**config.mk**
```make
export PLATFORM = sky130hd
export DESIGN_NAME = pss_generator
export DESIGN_NICKNAME = d
export VERILOG_FILES = /design/src/rtl/pss_pkg.sv /design/src/rtl/pss_lfsr.sv /design/src/rtl/pss_generator.sv
export SDC_FILE = /design/constraint.sdc
export NUM_CORES = 1
export LEC_CHECK = 0
export CORE_ASPECT_RATIO = 1.5
export CORE_MARGIN = 3
export CORE_UTILIZATION = 45
export CTS_BUF_LIST = sky130_fd_sc_hd__clkbuf_4 sky130_fd_sc_hd__clkbuf_8
export CTS_CLUSTER_DIAMETER = 50
export DETAILED_ROUTE_END_ITERATION = 8
export GPL_ROUTABILITY_DRIVEN = 0
export PLACE_DENSITY = 0.76
export SYNTH_ARGS = -nofsm -noshare
export SYNTH_HDL_FRONTEND = slang
export SYNTH_SLANG_ARGS = --single-unit
export TNS_END_PERCENT = 30
```
**constraint.sdc**
```tcl
create_clock -name clk_i -period 2 [get_ports clk_i]
set_clock_uncertainty 0.05 [all_clocks]
set_input_delay 0.4 -clock clk_i [delete_from_list [all_inputs] [get_ports clk_i]]
set_output_delay 0.4 -clock clk_i [all_outputs]
set_load 0.01 [all_outputs]
```
**src/rtl/pss_pkg.sv**
```systemverilog
`default_nettype none
// ============================================================================
//  Module      : pss_pkg
//  Description : Shared constants and types for the NR PSS sequence blocks.
//                Holds the sequence length, the three LFSR seeds (one per
//                N_id_2), the LFSR feedback taps and the generator state type.
//  Revision    : 1.0  initial release
// ============================================================================
package pss_pkg;

  localparam int PSS_LEN    = 127;
  localparam int LFSR_W     = 7;
  localparam int N_ID_2_MAX = 2;

  // Seeds hold x(43k .. 43k+6) with x(43k) in bit 0, so bit 0 of the LFSR
  // state is always the current sequence bit.
  localparam logic [LFSR_W-1:0] SEED_0 = 7'b1110110;  // x(0..6)   = 0,1,1,0,1,1,1
  localparam logic [LFSR_W-1:0] SEED_1 = 7'b0011000;  // x(43..49) = 0,0,0,1,1,0,0
  localparam logic [LFSR_W-1:0] SEED_2 = 7'b0111111;  // x(86..92) = 1,1,1,1,1,1,0

  // x(i+7) = x(i+4) ^ x(i): feedback taps relative to the current bit.
  localparam int LFSR_TAP_A = 4;
  localparam int LFSR_TAP_B = 0;

  typedef enum logic [1:0] {
    ST_IDLE  = 2'd0,
    ST_LEAD  = 2'd1,
    ST_SEQ   = 2'd2,
    ST_TRAIL = 2'd3
  } pss_state_e;

  // Selector 3 is rejected before it gets here; it maps to SEED_0 only so
  // the function is total.
  function automatic logic [LFSR_W-1:0] pss_seed(input logic [1:0] n_id_2);
    logic [LFSR_W-1:0] seed;
    case (n_id_2)
      2'd1:    seed = SEED_1;
      2'd2:    seed = SEED_2;
      default: seed = SEED_0;
    endcase
    return seed;
  endfunction

endpackage
`default_nettype wire

```
**src/rtl/pss_lfsr.sv**
```systemverilog
`default_nettype none
// ============================================================================
//  Module      : pss_lfsr
//  Description : Loadable 7-bit Fibonacci LFSR producing the PSS m-sequence.
//                State bit j holds x(i+j); bit 0 is the current output bit.
//  Ports       : clk      - clock, rising edge
//                rst      - synchronous active-high reset (state = SEED_0)
//                i_load   - load i_seed (has priority over i_adv)
//                i_seed   - seed value
//                i_adv    - advance one step
//                o_x      - current sequence bit x(i)
//                o_x_next - following sequence bit x(i+1)
//  Revision    : 1.0  initial release
// ============================================================================
module pss_lfsr
  import pss_pkg::*;
(
  input  logic              clk,
  input  logic              rst,
  input  logic              i_load,
  input  logic [LFSR_W-1:0] i_seed,
  input  logic              i_adv,
  output logic              o_x,
  output logic              o_x_next
);

  logic [LFSR_W-1:0] r_state;
  logic              w_feedback;

  assign w_feedback = r_state[LFSR_TAP_A] ^ r_state[LFSR_TAP_B];

  always_ff @(posedge clk) begin
    if (rst) begin
      r_state <= SEED_0;
    end else if (i_load) begin
      r_state <= i_seed;
    end else if (i_adv) begin
      r_state <= {w_feedback, r_state[LFSR_W-1:1]};
    end
  end

  assign o_x      = r_state[0];
  // Exposed so a caller can register the post-advance bit in the same cycle.
  assign o_x_next = r_state[1];

endmodule
`default_nettype wire

```
**src/rtl/pss_generator.sv**
```systemverilog
`default_nettype none
// ============================================================================
//  Module      : pss_generator
//  Description : Generates one NR PSS symbol per start as a frequency-domain
//                AXI-Stream of BPSK samples: LEAD_ZEROS zero samples, the
//                127-sample m-sequence for the selected N_id_2, then
//                TRAIL_ZEROS zero samples. tlast marks the final sample.
//  Ports       : clk_i, reset_i       - clock / synchronous active-high reset
//                start_i, N_id_2_i    - symbol request and sequence selector
//                busy_o               - symbol in progress
//                error_o              - one-cycle pulse on rejected start
//                m_axis_out_*         - AXI-Stream master, tdata = {Q, I}
//  Revision    : 1.0  initial release
// ============================================================================
module pss_generator
  import pss_pkg::*;
#(
  parameter int SAMPLE_DW   = 16,
  parameter int AMPLITUDE   = 2**(SAMPLE_DW-2),
  parameter int LEAD_ZEROS  = 56,
  parameter int TRAIL_ZEROS = 57
) (
  input  logic                   clk_i,
  input  logic                   reset_i,
  input  logic                   start_i,
  input  logic [1:0]             N_id_2_i,
  output logic                   busy_o,
  output logic                   error_o,
  output logic [2*SAMPLE_DW-1:0] m_axis_out_tdata,
  output logic                   m_axis_out_tvalid,
  input  logic                   m_axis_out_tready,
  output logic                   m_axis_out_tlast
);

  localparam logic [7:0] c_LEAD_LAST  = 8'((LEAD_ZEROS  > 0) ? LEAD_ZEROS  - 1 : 0);
  localparam logic [7:0] c_TRAIL_LAST = 8'((TRAIL_ZEROS > 0) ? TRAIL_ZEROS - 1 : 0);
  localparam logic [7:0] c_SEQ_LAST   = 8'(PSS_LEN - 1);
  localparam logic [SAMPLE_DW-1:0]   c_POS  = SAMPLE_DW'(AMPLITUDE);
  localparam logic [SAMPLE_DW-1:0]   c_NEG  = -c_POS;
  localparam logic [2*SAMPLE_DW-1:0] c_ZERO = '0;

  // x = 0 maps to +A, x = 1 to -A; Q is always zero.
  function automatic logic [2*SAMPLE_DW-1:0] bpsk(input logic x);
    return {{SAMPLE_DW{1'b0}}, (x ? c_NEG : c_POS)};
  endfunction

  pss_state_e             r_state, w_state_nxt;
  logic [7:0]             r_cnt, w_cnt_nxt;
  logic [2*SAMPLE_DW-1:0] r_tdata, w_tdata_nxt;
  logic                   r_tvalid, w_tvalid_nxt;
  logic                   r_tlast, w_tlast_nxt;
  logic                   r_error, w_error_nxt;
  logic                   w_load, w_adv;
  logic                   w_xfer;
  logic                   w_x, w_x_next;
  logic [LFSR_W-1:0]      w_seed;

  assign w_xfer = r_tvalid & m_axis_out_tready;
  assign w_seed = pss_seed(N_id_2_i);

  pss_lfsr u_lfsr (
    .clk      (clk_i),
    .rst      (reset_i),
    .i_load   (w_load),
    .i_seed   (w_seed),
    .i_adv    (w_adv),
    .o_x      (w_x),
    .o_x_next (w_x_next)
  );

  // The output register always holds the sample being offered. The LFSR is
  // kept aligned so that, in SEQ, its current bit is the sample on the bus;
  // on a SEQ transfer the next sample therefore comes from o_x_next.
  always_comb begin
    w_state_nxt  = r_state;
    w_cnt_nxt    = r_cnt;
    w_tdata_nxt  = r_tdata;
    w_tvalid_nxt = r_tvalid;
    w_tlast_nxt  = r_tlast;
    w_error_nxt  = 1'b0;
    w_load       = 1'b0;
    w_adv        = 1'b0;

    case (r_state)
      ST_IDLE: begin
        if (start_i) begin
          if (N_id_2_i <= 2'(N_ID_2_MAX)) begin
            w_load       = 1'b1;
            w_cnt_nxt    = 8'd0;
            w_tvalid_nxt = 1'b1;
            w_tlast_nxt  = 1'b0;
            if (LEAD_ZEROS > 0) begin
              w_state_nxt = ST_LEAD;
              w_tdata_nxt = c_ZERO;
            end else begin
              // LFSR is being loaded this cycle, so take the bit from the seed.
              w_state_nxt = ST_SEQ;
              w_tdata_nxt = bpsk(w_seed[0]);
            end
          end else begin
            w_error_nxt = 1'b1;
          end
        end
      end

      ST_LEAD: begin
        if (w_xfer) begin
          if (r_cnt == c_LEAD_LAST) begin
            w_state_nxt = ST_SEQ;
            w_cnt_nxt   = 8'd0;
            w_tdata_nxt = bpsk(w_x);
          end else begin
            w_cnt_nxt   = r_cnt + 8'd1;
            w_tdata_nxt = c_ZERO;
          end
        end
      end

      ST_SEQ: begin
        if (w_xfer) begin
          w_adv = 1'b1;
          if (r_cnt == c_SEQ_LAST) begin
            w_cnt_nxt = 8'd0;
            if (TRAIL_ZEROS > 0) begin
              w_state_nxt = ST_TRAIL;
              w_tdata_nxt = c_ZERO;
              w_tlast_nxt = (TRAIL_ZEROS == 1);
            end else begin
              w_state_nxt  = ST_IDLE;
              w_tdata_nxt  = c_ZERO;
              w_tvalid_nxt = 1'b0;
              w_tlast_nxt  = 1'b0;
            end
          end else begin
            w_cnt_nxt   = r_cnt + 8'd1;
            w_tdata_nxt = bpsk(w_x_next);
            // With no trailing pad the last sequence sample closes the frame.
            w_tlast_nxt = (TRAIL_ZEROS == 0) && (r_cnt == c_SEQ_LAST - 8'd1);
          end
        end
      end

      ST_TRAIL: begin
        if (w_xfer) begin
          if (r_cnt == c_TRAIL_LAST) begin
            w_state_nxt  = ST_IDLE;
            w_cnt_nxt    = 8'd0;
            w_tdata_nxt  = c_ZERO;
            w_tvalid_nxt = 1'b0;
            w_tlast_nxt  = 1'b0;
          end else begin
            w_cnt_nxt   = r_cnt + 8'd1;
            w_tdata_nxt = c_ZERO;
            w_tlast_nxt = ((r_cnt + 8'd1) == c_TRAIL_LAST);
          end
        end
      end

      default: begin
        w_state_nxt  = ST_IDLE;
        w_cnt_nxt    = 8'd0;
        w_tdata_nxt  = c_ZERO;
        w_tvalid_nxt = 1'b0;
        w_tlast_nxt  = 1'b0;
      end
    endcase
  end

  always_ff @(posedge clk_i) begin
    if (reset_i) begin
      r_state  <= ST_IDLE;
      r_cnt    <= 8'd0;
      r_tdata  <= '0;
      r_tvalid <= 1'b0;
      r_tlast  <= 1'b0;
      r_error  <= 1'b0;
    end else begin
      r_state  <= w_state_nxt;
      r_cnt    <= w_cnt_nxt;
      r_tdata  <= w_tdata_nxt;
      r_tvalid <= w_tvalid_nxt;
      r_tlast  <= w_tlast_nxt;
      r_error  <= w_error_nxt;
    end
  end

  assign busy_o            = (r_state != ST_IDLE);
  assign error_o           = r_error;
  assign m_axis_out_tdata  = r_tdata;
  assign m_axis_out_tvalid = r_tvalid;
  assign m_axis_out_tlast  = r_tlast;

endmodule
`default_nettype wire

```
# [Word level (Yosys, flattened, before mapping)]
# Index checks and enable logic that the tools add are counted.
[op_classes] n_addsub=1 magnitude_cmp=1 n_eq_ne=17 n_mux=48 bitwise_logic=4 reduce_logical=10
[op_table] cell="$mux W32" n=5
[op_table] cell="$pmux W32 S4" n=1
[op_table] cell="$mux W16" n=4
[op_table] cell="$mux W8" n=8
[op_table] cell="$pmux W8 S4" n=1
[op_table] cell="$eq A8 B6 Y1 const B" n=3
[op_table] cell="$mux W2" n=8
[op_table] cell="$ne A2 B2 Y1 const B" n=8
[op_table] cell="$mux W1" n=15
[op_table] cell="$reduce_and A5 Y1" n=3
[op_table] cell="$mux W7" n=2
[op_table] cell="$pmux W7 S2" n=1
[op_table] cell="$add A8 B1 Y8 const B" n=1
[op_table] cell="$eq A8 B7 Y1 const B" n=1
[op_table] cell="$pmux W2 S4" n=1
[op_table] cell="$reduce_and A8 Y1" n=1
[op_table] cell="$eq A2 B2 Y1 const B" n=3
[op_table] cell="$reduce_bool A2 Y1" n=3
[op_table] cell="$eq A2 B1 Y1 const B" n=2
[op_table] cell="$pmux W1 S3" n=1
[op_table] cell="$reduce_bool A3 Y1" n=1
[op_table] cell="$reduce_or A3 Y1" n=1
[op_table] cell="$le A2 B2 Y1 const B" n=1
[op_table] cell="$logic_not A2 Y1" n=1
[op_table] cell="other kinds (4)" n=5
[word_totals] register_bits=52 inputBits=6 output_inout_bits=36 word_cells=88

# [Depth between registers and ports, before layout]
[depth] ltp_word=5 mapped_depth=8 depth_no_buf=7

# [By module]
# From an unflattened synthesis, not the netlist that was laid out.
[hier_totals] cells_unflattened=203 area_unflattened_um2=1729.2
[modules_own_cells] mod="pss_generator" instances=1 cells_each=169 area_each_um2=1391.3 seq_area_each_um2=300.3
[modules_own_cells] mod="pss_lfsr" instances=1 cells_each=34 area_each_um2=337.8 seq_area_each_um2=140.1

# [Worst setup path before layout]
# OpenSTA, ideal clock, no wires.
[synth_timing] path_type="flip-flop to flip-flop" startpoint="register r_state[0]" endpoint="register r_cnt[3]" setup_time_ps=101 arrival_time_ps=1814 required_time_ps=1849 path_slack_ps=35 stages_incl_launch_ff=9 n_path_buf=1 synth_period_minus_slack_ps=1965 path_cell_list="dfxtp_1 -> inv_1 -> ha_1 -> or2_1 -> a211oi_2 -> or2_1 -> buf_4 -> nand3_1 -> o41ai_1"
[synth_between] elab_chain_cells=3 elab_cells_between_ends=11 cone_classes="8 x eq/ne; 1 x mux; 2 x reduce/logical"
[synth_lines] element="start: declaration" line="pss_generator.sv:47" rtl="pss_state_e r_state, w_state_nxt;"
[synth_lines] element="start signal: assignment" line="pss_generator.sv:178" rtl="r_state <= w_state_nxt;"
[synth_lines] element="$eq A2 B1 Y1, or another cell as far along" line="pss_generator.sv:84" rtl="case (r_state)"
[synth_lines] element="$ne A2 B2 Y1 (no source line)"
[synth_lines] element="$reduce_and A5 Y1 (no source line)"
[synth_lines] element="end signal: assignment" line="pss_generator.sv:179" rtl="r_cnt <= w_cnt_nxt;"
[synth_lines] element="end: declaration" line="pss_generator.sv:48" rtl="logic [7:0] r_cnt, w_cnt_nxt;"
# Several ways; a longest one is shown, not always the timed one.
# A chain may end at the register's enable or synchronous reset.

# [Worst setup path in the final report]
[layout_timing] startpoint="register r_state[0]" endpoint="register r_cnt[4]"
# Same word-level chain as after synthesis.

==> impl_metrics.toml <==
[logic_synthesis]
yosysWarnings = 0
synth-seq-cells = 22
ys_seq_area_share_pct = 27.4
postSynthCellCount = 201
netlist_area_um2 = 1610
synth_edf_count = 0
syn_area_per_cell_um2 = 8.00
async_flop_share_pct = 0
ys_types = 46
synthFlopType = "dfxtp_1"

[timing]
fin_tns_setup_ns = 0
min_period_over_period_pct = 98.7
setup-violations-final = 0
fmax_mhz = 507
drv_slew = 0
final-hold-violation-count = 0
post-route-min-period_ns = 1.97

[placement]
place.port_buffers = 11
post_dp_cell_area_um2 = 1800
dp_hpwl_um = 2900

[detailed_routing]
vias_per_cell = 5.24
drt-total-wl_um = 3760
drtIter0Drc = 42
dr.pass1.iters = 5
wl_per_cell_um = 13.5
num_vias = 1457
route.detailed.drc = 0
ant_nets = 0

[setup_path]
max_stage_delay_ns = 0.37
crit_slowest_cell = "o41ai_2"
arrival_ns = 2.08
worstSetupPathType = "register to register"
cp-start-kind = "register"
cp_max_fo = 7
cp_cell_sequence = "inv_1 -> ha_2 -> o41ai_2 -> o22ai_1 -> buf_4 -> and3_4 -> a221o_1"
endpoint_kind = "register"
crit_required_ns = 2.11

[floorplan]
initial_utilization_pct = 47.1
dieArea_um2 = 4340
fp.dieH_um = 79.2
num_rows = 26
io_pins = 42
core-area_um2 = 3420
die_w_um = 54.8

[min_path]
hold_path.class = "register to register"

[clock_network]
clockBufferDepth = 2
clk_pin_slew_ns = 0.08
clk-insertion-delay-late_ns = 0.27
cts_tree = "built"
htree_levels = 1
cts_root_buf = "clkbuf_8"
clkSinkCount = 22
cts-buffers-inserted = 3
cts_hold_buffers = 0

[power]
p_leak_nw = 0.904
worst_ir_drop_vdd_v = 0.000786
power.density_nw_per_um2 = 943

[global_route]
antenna_found_initial = 0
grt_pass1_wl_um = 6080
grt_pass1_vias = 1370
grt_use_total_pct = 18.7
grt_max_degree = 17
grt_overflow = 0

[layout]
n_antenna_cell = 0
stdcell_area_um2 = 1980
areaGrowthSynthToFinish_pct = 23.0
layout-drive-gt1-share_pct = 22.0
final_util_pct = 57.9
num-nets-final = 254

[flow_run]
maxCapViolations = 0

[outcome]
status = "finished, final reports clean"
-- layout make-up --
class | count | area, um^2
clock buffer | 4 | 55.1
timing repair buffer | 40 | 332
tap | 42 | 52.6
fill | 313 | 1440
inverter | 12 | 45.0
multi-input combinational | 158 | 1050
sequential | 22 | 444
-- stage by stage --
step / hold slack [ns] / total power, mW / setup slack, ns / std cells
after floorplan: 0.388 / 1.10 / 0.0352 / 230
after global placement: 0.410 / 1.35 / -0.360 / 270
after detailed placement: 0.413 / 1.37 / -0.423 / 270
after CTS: 0.427 / 1.77 / -0.0828 / 275
after global routing: 0.469 / 1.97 / -0.0159 / 278
final: 0.424 / 1.86 / 0.0262 / 278
-- final timing paths --
check                                        from                 to  slack, ns  cells past startpoint
worst max register to register         r_state[0]           r_cnt[4]       0.03                      7
worst max-delay path                   r_state[0]           r_cnt[4]       0.03                      7
worst min-delay path            u_lfsr.r_state[5]  u_lfsr.r_state[4]       0.42                      2
worst min register to register  u_lfsr.r_state[5]  u_lfsr.r_state[4]       0.42                      2
-- registers in the layout, indices dropped and copies added, names as in the netlist --
register           flops
r_cnt                  8
r_state                2
m_axis_out_tdata       2
m_axis_out_tvalid      1
u_lfsr.r_state         7
error_o                1
m_axis_out_tlast       1
-- placed cells by master (no fill, tap or decap), types with 3 or more instances in the layout --
cell type,Yosys,layout
a21o_1,3,3
a22o_1,3,3
ha_2,0,3
clkbuf_8,0,4
nor2_1,14,14
clkdlybuf4s50_1,0,8
ha_1,11,7
inv_1,12,12
conb_1,1,30
nand2_1,20,20
o41ai_2,1,3
dfxtp_2,0,3
a21oi_1,9,9
buf_4,31,29
nor3_1,6,5
dfxtp_1,22,19
nand3_1,11,11
o21ai_0,4,4
mux2i_1,3,3
-- synthesized netlist by cell type, types with 2 or more instances --
cell | n | area [um^2]
o22ai_1 | 2 | 12.5
o21a_1 | 2 | 15.0
and3_1 | 3 | 18.8
inv_1 | 12 | 45.0
o211ai_1 | 2 | 15.0
a21oi_1 | 9 | 45.0
nor2_1 | 14 | 52.6
dfxtp_1 | 22 | 440
nand3_1 | 11 | 55.1
nand4b_1 | 2 | 17.5
a31o_1 | 2 | 17.5
ha_1 | 11 | 138
a32oi_1 | 2 | 17.5
o21ai_0 | 4 | 20.0
nor3_1 | 6 | 30.0
clkbuf_1 | 4 | 15.0
a21boi_0 | 2 | 15.0
a21o_1 | 3 | 22.5
buf_2 | 2 | 10.0
or2_1 | 4 | 25.0
mux2i_1 | 3 | 30.0
buf_4 | 31 | 233
nand2_1 | 20 | 75.1
nand2b_1 | 3 | 18.8
o41ai_1 | 2 | 17.5
a22o_1 | 3 | 26.3
-- logic make-up after synthesis --
kind of cell,Yosys count,synth area share (%)
other,1,0.233
flip-flops,22,27.4
multiplexers,3,1.87
AO/OA/AOI/OAI,42,19.4
AND/OR/NAND/NOR,71,22.5
adder cells (fa/ha/maj),11,8.56
buffers and inverters,50,19.5
XOR/XNOR,1,0.545
-- worst max-delay path, delay by kind of cell (launching register included) --
kind,cells,cell delay [ns]
AND/OR/NAND/NOR,1,0.16
AO/OA/AOI/OAI,3,0.83
flip-flops,1,0.36
buffers and inverters,2,0.25
adder cells (fa/ha/maj),1,0.21
-- metal layers --
layer	vias up	global-route usage (%)	routed length, um
li1	711	-	-
met1	689	18.5	1340
met2	45	36.0	2110
met3	12	1.69	176
met4	0	8.23	134
met5	-	0	0
-- power breakdown --
part | leakage [nW] | total (mW) | switching [mW] | internal [mW]
logic | 0.695 | 1.01 | 0.517 | 0.491
registers | 0.180 | 0.528 | 0.0409 | 0.487
clock network | 0.0288 | 0.328 | 0.152 | 0.176
total | 0.904 | 1.86 | 0.710 | 1.15
-- timing repair --
item / 4_1_cts / 5_1_grt
buffers inserted: 1 / 3
resized for setup: 15 / 8
pin swaps: 1 / 4
setup endpoints to repair: 11 / 12
gates cloned: 0 / 0
(Power assumes the default switching activity.)
